$ cat src/rtl/fifo_defs_pkg.sv
// ---------------------------------------------------------------------------
// fifo_defs_pkg
// Shared definitions for the parametrised FIFO family.
//   clog2()              constant-foldable ceil(log2(value)), used for sizing
//                        pointers and the occupancy counter
//   FIFO_STD / FIFO_FWFT read-mode encodings for the FWFT parameter
// ---------------------------------------------------------------------------
package fifo_defs_pkg;

   localparam int FIFO_STD  = 0;
   localparam int FIFO_FWFT = 1;

   // Smallest n with 2**n >= value; written as a plain loop so it can size
   // ports and localparams at elaboration time.
   function automatic int clog2(input int value);
      int result;
      result = 0;
      while ((1 << result) < value) begin
         result = result + 1;
      end
      return result;
   endfunction

endpackage

$ cat src/rtl/fifo_mem_dp.sv
// ---------------------------------------------------------------------------
// fifo_mem_dp
// DEPTH x DATA_WIDTH register array with one synchronous write port and one
// asynchronous (combinational) read port. Contents are deliberately not reset.
//   clock    write clock
//   wrEn     write strobe, stores wrData at wrAddr on the rising edge
//   wrAddr   write address (0..DEPTH-1)
//   wrData   write data
//   rdAddr   read address (0..DEPTH-1)
//   rdData   contents of mem[rdAddr], combinational
// ---------------------------------------------------------------------------
module fifo_mem_dp #(
   parameter int DATA_WIDTH = 32,
   parameter int DEPTH      = 60,
   parameter int ADDR_W     = 6
) (
   input  logic                  clock,
   input  logic                  wrEn,
   input  logic [ADDR_W-1:0]     wrAddr,
   input  logic [DATA_WIDTH-1:0] wrData,
   input  logic [ADDR_W-1:0]     rdAddr,
   output logic [DATA_WIDTH-1:0] rdData
);

   logic [DATA_WIDTH-1:0] mem [DEPTH];

   // Write port: storage only, no reset, so this maps onto plain flops or
   // distributed RAM. Addresses are kept in range by the controller, which
   // wraps its pointers at DEPTH-1 even when DEPTH is not a power of two.
   always_ff @(posedge clock) begin
      if (wrEn) begin
         mem[wrAddr] <= wrData;
      end
   end

   // Read port is asynchronous so the controller can either register the
   // head word (standard mode) or expose it directly (first-word-fall-through).
   assign rdData = mem[rdAddr];

endmodule

$ cat src/rtl/sync_fifo_param.sv
// ---------------------------------------------------------------------------
// sync_fifo_param
// Single-clock parametrised FIFO with optional first-word-fall-through read,
// occupancy count, almost-full/almost-empty thresholds, sticky error flags
// and a synchronous flush. Any DEPTH >= 2 is supported.
//   clk, reset            clock; asynchronous active-high reset
//   wr_en, wr_data        write request and data (ignored while full)
//   rd_en                 read request / head-entry pop in FWFT mode
//   rd_data, rd_valid     read data and its qualifier
//   flush                 empties the FIFO at the next edge
//   clr_err               clears overflow/underflow
//   count                 current occupancy
//   full, empty           occupancy == DEPTH / == 0
//   almost_full           count >= AF_THRESH
//   almost_empty          count <= AE_THRESH
//   overflow, underflow   sticky: write while full / read while empty
// ---------------------------------------------------------------------------
module sync_fifo_param
   import fifo_defs_pkg::*;
#(
   parameter int DATA_WIDTH = 32,
   parameter int DEPTH      = 60,
   parameter int FWFT       = FIFO_STD,
   parameter int AF_THRESH  = DEPTH - 4,
   parameter int AE_THRESH  = 4
) (
   input  logic                          clk,
   input  logic                          reset,
   input  logic                          wr_en,
   input  logic [DATA_WIDTH-1:0]         wr_data,
   input  logic                          rd_en,
   output logic [DATA_WIDTH-1:0]         rd_data,
   output logic                          rd_valid,
   input  logic                          flush,
   input  logic                          clr_err,
   output logic [clog2(DEPTH+1)-1:0]     count,
   output logic                          full,
   output logic                          empty,
   output logic                          almost_full,
   output logic                          almost_empty,
   output logic                          overflow,
   output logic                          underflow
);

   localparam int PTR_W = clog2(DEPTH);
   localparam int CNT_W = clog2(DEPTH + 1);
   localparam logic [PTR_W-1:0] LAST_PTR = PTR_W'(DEPTH - 1);

   logic [PTR_W-1:0]      wrPtr;
   logic [PTR_W-1:0]      rdPtr;
   logic [DATA_WIDTH-1:0] headWord;
   logic                  wrAccept;
   logic                  rdAccept;
   logic                  overflowSet;
   logic                  underflowSet;

   // Pointers wrap explicitly at DEPTH-1 rather than by masking, which is
   // what lets DEPTH be any value and not just a power of two.
   function automatic logic [PTR_W-1:0] nextPtr(input logic [PTR_W-1:0] ptr);
      return (ptr == LAST_PTR) ? '0 : ptr + 1'b1;
   endfunction

   // Request qualification. full/empty are taken from the registered count,
   // so a simultaneous write+read at full drops the write and keeps the read,
   // and at empty keeps the write and drops the read. flush overrides both
   // requests and also masks the error conditions for that cycle.
   always_comb begin
      wrAccept     = wr_en && !full  && !flush;
      rdAccept     = rd_en && !empty && !flush;
      overflowSet  = wr_en && full   && !flush;
      underflowSet = rd_en && empty  && !flush;
   end

   // Pointer and occupancy state. A write and read in the same cycle leave
   // the count unchanged; flush returns everything to the empty position.
   always_ff @(posedge clk or posedge reset) begin
      if (reset) begin
         wrPtr <= '0;
         rdPtr <= '0;
         count <= '0;
      end else if (flush) begin
         wrPtr <= '0;
         rdPtr <= '0;
         count <= '0;
      end else begin
         if (wrAccept) begin
            wrPtr <= nextPtr(wrPtr);
         end
         if (rdAccept) begin
            rdPtr <= nextPtr(rdPtr);
         end
         if (wrAccept && !rdAccept) begin
            count <= count + 1'b1;
         end else if (rdAccept && !wrAccept) begin
            count <= count - 1'b1;
         end
      end
   end

   // Status flags are purely combinational decodes of the registered count.
   always_comb begin
      full         = (count == CNT_W'(DEPTH));
      empty        = (count == '0);
      almost_full  = (count >= CNT_W'(AF_THRESH));
      almost_empty = (count <= CNT_W'(AE_THRESH));
   end

   // Sticky error flags. A new error in the same cycle as clr_err keeps the
   // flag set so that no event is ever silently lost.
   always_ff @(posedge clk or posedge reset) begin
      if (reset) begin
         overflow  <= 1'b0;
         underflow <= 1'b0;
      end else begin
         overflow  <= overflowSet  || (overflow  && !clr_err);
         underflow <= underflowSet || (underflow && !clr_err);
      end
   end

   fifo_mem_dp #(
      .DATA_WIDTH (DATA_WIDTH),
      .DEPTH      (DEPTH),
      .ADDR_W     (PTR_W)
   ) memInst (
      .clock  (clk),
      .wrEn   (wrAccept),
      .wrAddr (wrPtr),
      .wrData (wr_data),
      .rdAddr (rdPtr),
      .rdData (headWord)
   );

   generate
      if (FWFT == FIFO_FWFT) begin : gFwft
         // First-word-fall-through: the head entry is always on rd_data and
         // rd_en merely pops it. A word written into an empty FIFO shows up
         // once the count has registered, one cycle after its write edge.
         assign rd_data  = headWord;
         assign rd_valid = !empty;
      end else begin : gStd
         // Standard mode: the head entry is captured on an accepted read, so
         // data appears one cycle after rd_en. rd_valid is a single-cycle
         // pulse per accepted read; rd_data holds between reads and is left
         // alone by flush.
         always_ff @(posedge clk or posedge reset) begin
            if (reset) begin
               rd_data  <= '0;
               rd_valid <= 1'b0;
            end else begin
               rd_valid <= rdAccept;
               if (rdAccept) begin
                  rd_data <= headWord;
               end
            end
         end
      end
   endgenerate

endmodule
$ cat config.mk
export PLATFORM = sky130hd
export DESIGN_NAME = sync_fifo_param
export DESIGN_NICKNAME = d
export VERILOG_FILES = /design/src/rtl/fifo_defs_pkg.sv /design/src/rtl/fifo_mem_dp.sv /design/src/rtl/sync_fifo_param.sv
export SDC_FILE = /design/constraint.sdc
export NUM_CORES = 2
export LEC_CHECK = 0
export CAP_MARGIN = 10
export CORE_UTILIZATION = 52
export CTS_BUF_LIST = sky130_fd_sc_hd__clkbuf_8
export DETAILED_ROUTE_END_ITERATION = 7
export PLACE_DENSITY = 0.66
export SYNTH_ARGS = -nofsm -noshare
export SYNTH_HDL_FRONTEND = slang
export SYNTH_HIERARCHICAL = 1
export SYNTH_SLANG_ARGS = --single-unit
$ cat constraint.sdc
create_clock -name clk -period 7.55 [get_ports clk]
set_clock_uncertainty 0.15 [all_clocks]
set_input_delay 1.51 -clock clk [delete_from_list [all_inputs] [get_ports clk]]
set_output_delay 1.51 -clock clk [all_outputs]
set_load 0.005 [all_outputs]
==> results.md <==
- Status: finished with violations
- Failing checks: DRC
- WHS Endpoint: rd_data[27]$_DFFE_PP0P_
- Non-Filler Instances: 5842
- Starting density of the core: 52.5%
- Share of cells above drive strength 1: 27.2%
- Post-CTS Setup Inserts: 0
- CP Capture Type: flip-flop
- Start point of the worst min-delay path: rd_data[27]$_DFFE_PP0P_
- Hold Crit Class: flip-flop to flip-flop
- Unrepaired setup endpoints after global routing: false
- Crit path DAT: 5190 ps
- WS Path Type: input port to flip-flop
- Clk Latency, worst-skew pair: 1020 ps
- Post-cts sizing count: 0
- Worst slew pin tran: 1210 ps
- I/O pin count: 83
- Clock transition at the registers of the reported paths: 50 ps
- Largest net degree at the start of global routing: 130
- Most common cell after layout, fill and taps aside: edfxtp_1
- Final Hold Vio Count: 0
- DIE AREA: 147000 um^2
- VDD IR-drop max: 184 uV
- Root buffer cell: clkbuf_8
- Post-CTS Hold Buffers: 0
- Sink Count: 1973
- Reg2reg end: rd_data[24]$_DFFE_PP0P_
- R2r setup slk: 3130 ps
- Max Freq: 211 MHz
- Number of port buffers: 82
- Cells after synthesis: 3432
- CTS tree: built
- Final setup violating endpoints: 0
- Critical path fanouts, max: 32
- Post-synthesis cell type count: 54
- Vias in the first global route: 37100
- Dpl cells: 5286
- Syn avg cell area: 22.0 um^2
- First-pass GRT wire length: 281 mm
- TritonRoute pass-1 iters: 8
- Die Wd: 383 um
- Post-synth ARST share: 2.69%
- Seq/Total Area, Yosys: 78.0%
- Critical path startpoint category: input port
- CTS Buf Count: 325
- Placer congestion estimate: 0.887
- Rows: 139
- Most frequent cells in the layout: edfxtp_1, mux4_2, clkbuf_8
- Hold WS: 354 ps
- Cell area after synthesis: 75600 um^2
- Initial antenna violation count: 13
- Max clock buf depth: 4
- Drt via density: 6.45
- Leakage: 26.1 nW
- Detailed Route WL: 200 mm
- Worst reg2reg path startpoint: rdPtr[0]$_DFFE_PP0P_
- Final nets: 3755
- Worst Path Required: 7990 ps
- Layout area overhead: 11.6%
- Syn_nets: 3477
- Primary FF master, synth: edfxtp_1
- # DRC: 18
- Gr ovfl total: 0
- H-Tree Level Count: 5
- Max-cap violation count: 0
- Headroom to the max-slew limit: 19.0%
- Total negative setup slack: 0 ps
- Total GRT Usage: 27.6%
- Minimum clock period: 4740 ps
- PD cells: 287 nW/um^2
- Post-synthesis register bit count: 1973
- Yosys warns: 6
- Core area: 144000 um^2
- Pins Over Slew Limit: 0
- Worst reg2reg path depth: 7
- Post-synth EDFFs: 1920
- Vias after detailed routing: 37700
- Routed len/inst: 34.2 um
- Final Cycle Share: 62.8%
- Detail Route Antenna Nets: 0
- Die height: 383 um
- Detail Placement HPWL: 114 mm
- Hold Path Stages: 1
- Iteration-0 DRC Markers: 5902
[critical path: stages]
cell and delay (ps):
clkdlybuf4s50_1 700, nand2b_1 300, a31oi_1 150, buf_4 240, nand4_1 930, nor2_4 1290
[registers in the layout (all words and copies together), names as in the netlist]
name	flops
rd_valid	1
underflow	1
rdPtr	6
overflow	1
memInst/mem	1920
wrPtr	6
count	6
rd_data	32
[power breakdown]
part	internal, mW	total, mW	switching (mW)
registers	12.1	12.3	0.152
clock network	4.29	8.35	4.06
logic	1.58	3.56	1.98
[metrics by stage]
step / setup slack [ps] / power [mW] / util [%] / instance area, um^2
floorplan: 2090 / 14.7 / - / 75600
global placement: 1860 / 16.1 / 54.7 / 78700
detailed placement: 1870 / 16.1 / 54.7 / 78700
CTS: 2950 / 24.3 / 58.6 / 84400
global route: 2760 / 25.0 / 58.6 / 84400
finish: 2810 / 24.2 / 58.6 / 84400
[kinds of logic (layout without fill, tap and decap cells)]
| family | count (synthesis) | after routing | synth area share (%) |
|---|---|---|---|
| adder cells (fa/ha/maj) | 7 | 7 | 0.126 |
| XOR/XNOR | 7 | 7 | 0.0910 |
| other | 0 | 4 | 0 |
| multiplexers | 535 | 535 | 14.8 |
| buffers and inverters | 211 | 714 | 1.45 |
| flip-flops | 1973 | 1973 | 78.0 |
| AND/OR/NAND/NOR | 276 | 276 | 1.66 |
| AO/OA/AOI/OAI | 423 | 423 | 3.89 |
[cell usage after synthesis, types with 6 or more instances]
cell	number	area share, %
edfxtp_1	1920	76
mux4_2	461	14
a22oi_1	109	1.1
nor2_1	98	0.49
clkbuf_1	93	0.46
nand2_1	71	0.35
o21ai_0	69	0.46
a21oi_1	53	0.35
dfrtp_1	53	1.8
nand3_1	48	0.32
buf_2	46	0.30
mux2i_1	39	0.52
mux2_2	35	0.52
a22o_1	32	0.37
o211ai_1	32	0.32
a31oi_1	23	0.19
buf_1	22	0.11
o21a_1	21	0.21
a221oi_1	19	0.22
and3_1	19	0.16
o211a_1	19	0.25
o21ai_1	18	0.12
buf_4	15	0.15
inv_1	14	0.070
a31o_2	13	0.15
buf_6	12	0.18
nor2b_1	9	0.074
nor3_1	7	0.046
ha_1	6	0.099
[final cells by class]
cell class	count	area, um^2
antenna	4	10.0
clock buffer	342	4710
clock inverter	210	952
fill	10300	59600
inverter	16	60.1
multi-input combinational	1248	16000
sequential	1973	59000
tap	1903	2380
timing repair buffer	146	1260
[worst max-delay path by stage]
stage               startpoint                             to  slack (ps)  cells after the start
finish                   flush  memInst/mem[55][16]$_DFFE_PP_        2810                      6
global route             flush  memInst/mem[47][20]$_DFFE_PP_        2760                      6
CTS                      flush  memInst/mem[55][16]$_DFFE_PP_        2950                      6
detailed placement       flush  memInst/mem[55][13]$_DFFE_PP_        1870                      6
global placement         flush   memInst/mem[47][5]$_DFFE_PP_        1860                      6
floorplan                flush   memInst/mem[32][0]$_DFFE_PP_        2090                      5
[layer usage]
| metal | global-route usage [%] | vias up | wire length, um |
|---|---|---|---|
| met5 | 0 | - | 27 |
| met4 | 9.50 | 4 | 6550 |
| met3 | 7.05 | 339 | 23300 |
| met2 | 41.0 | 2324 | 92200 |
| met1 | 40.1 | 19900 | 77800 |
| li1 | - | 15100 | - |
No activity file was read; power rests on OpenSTA's default activity.
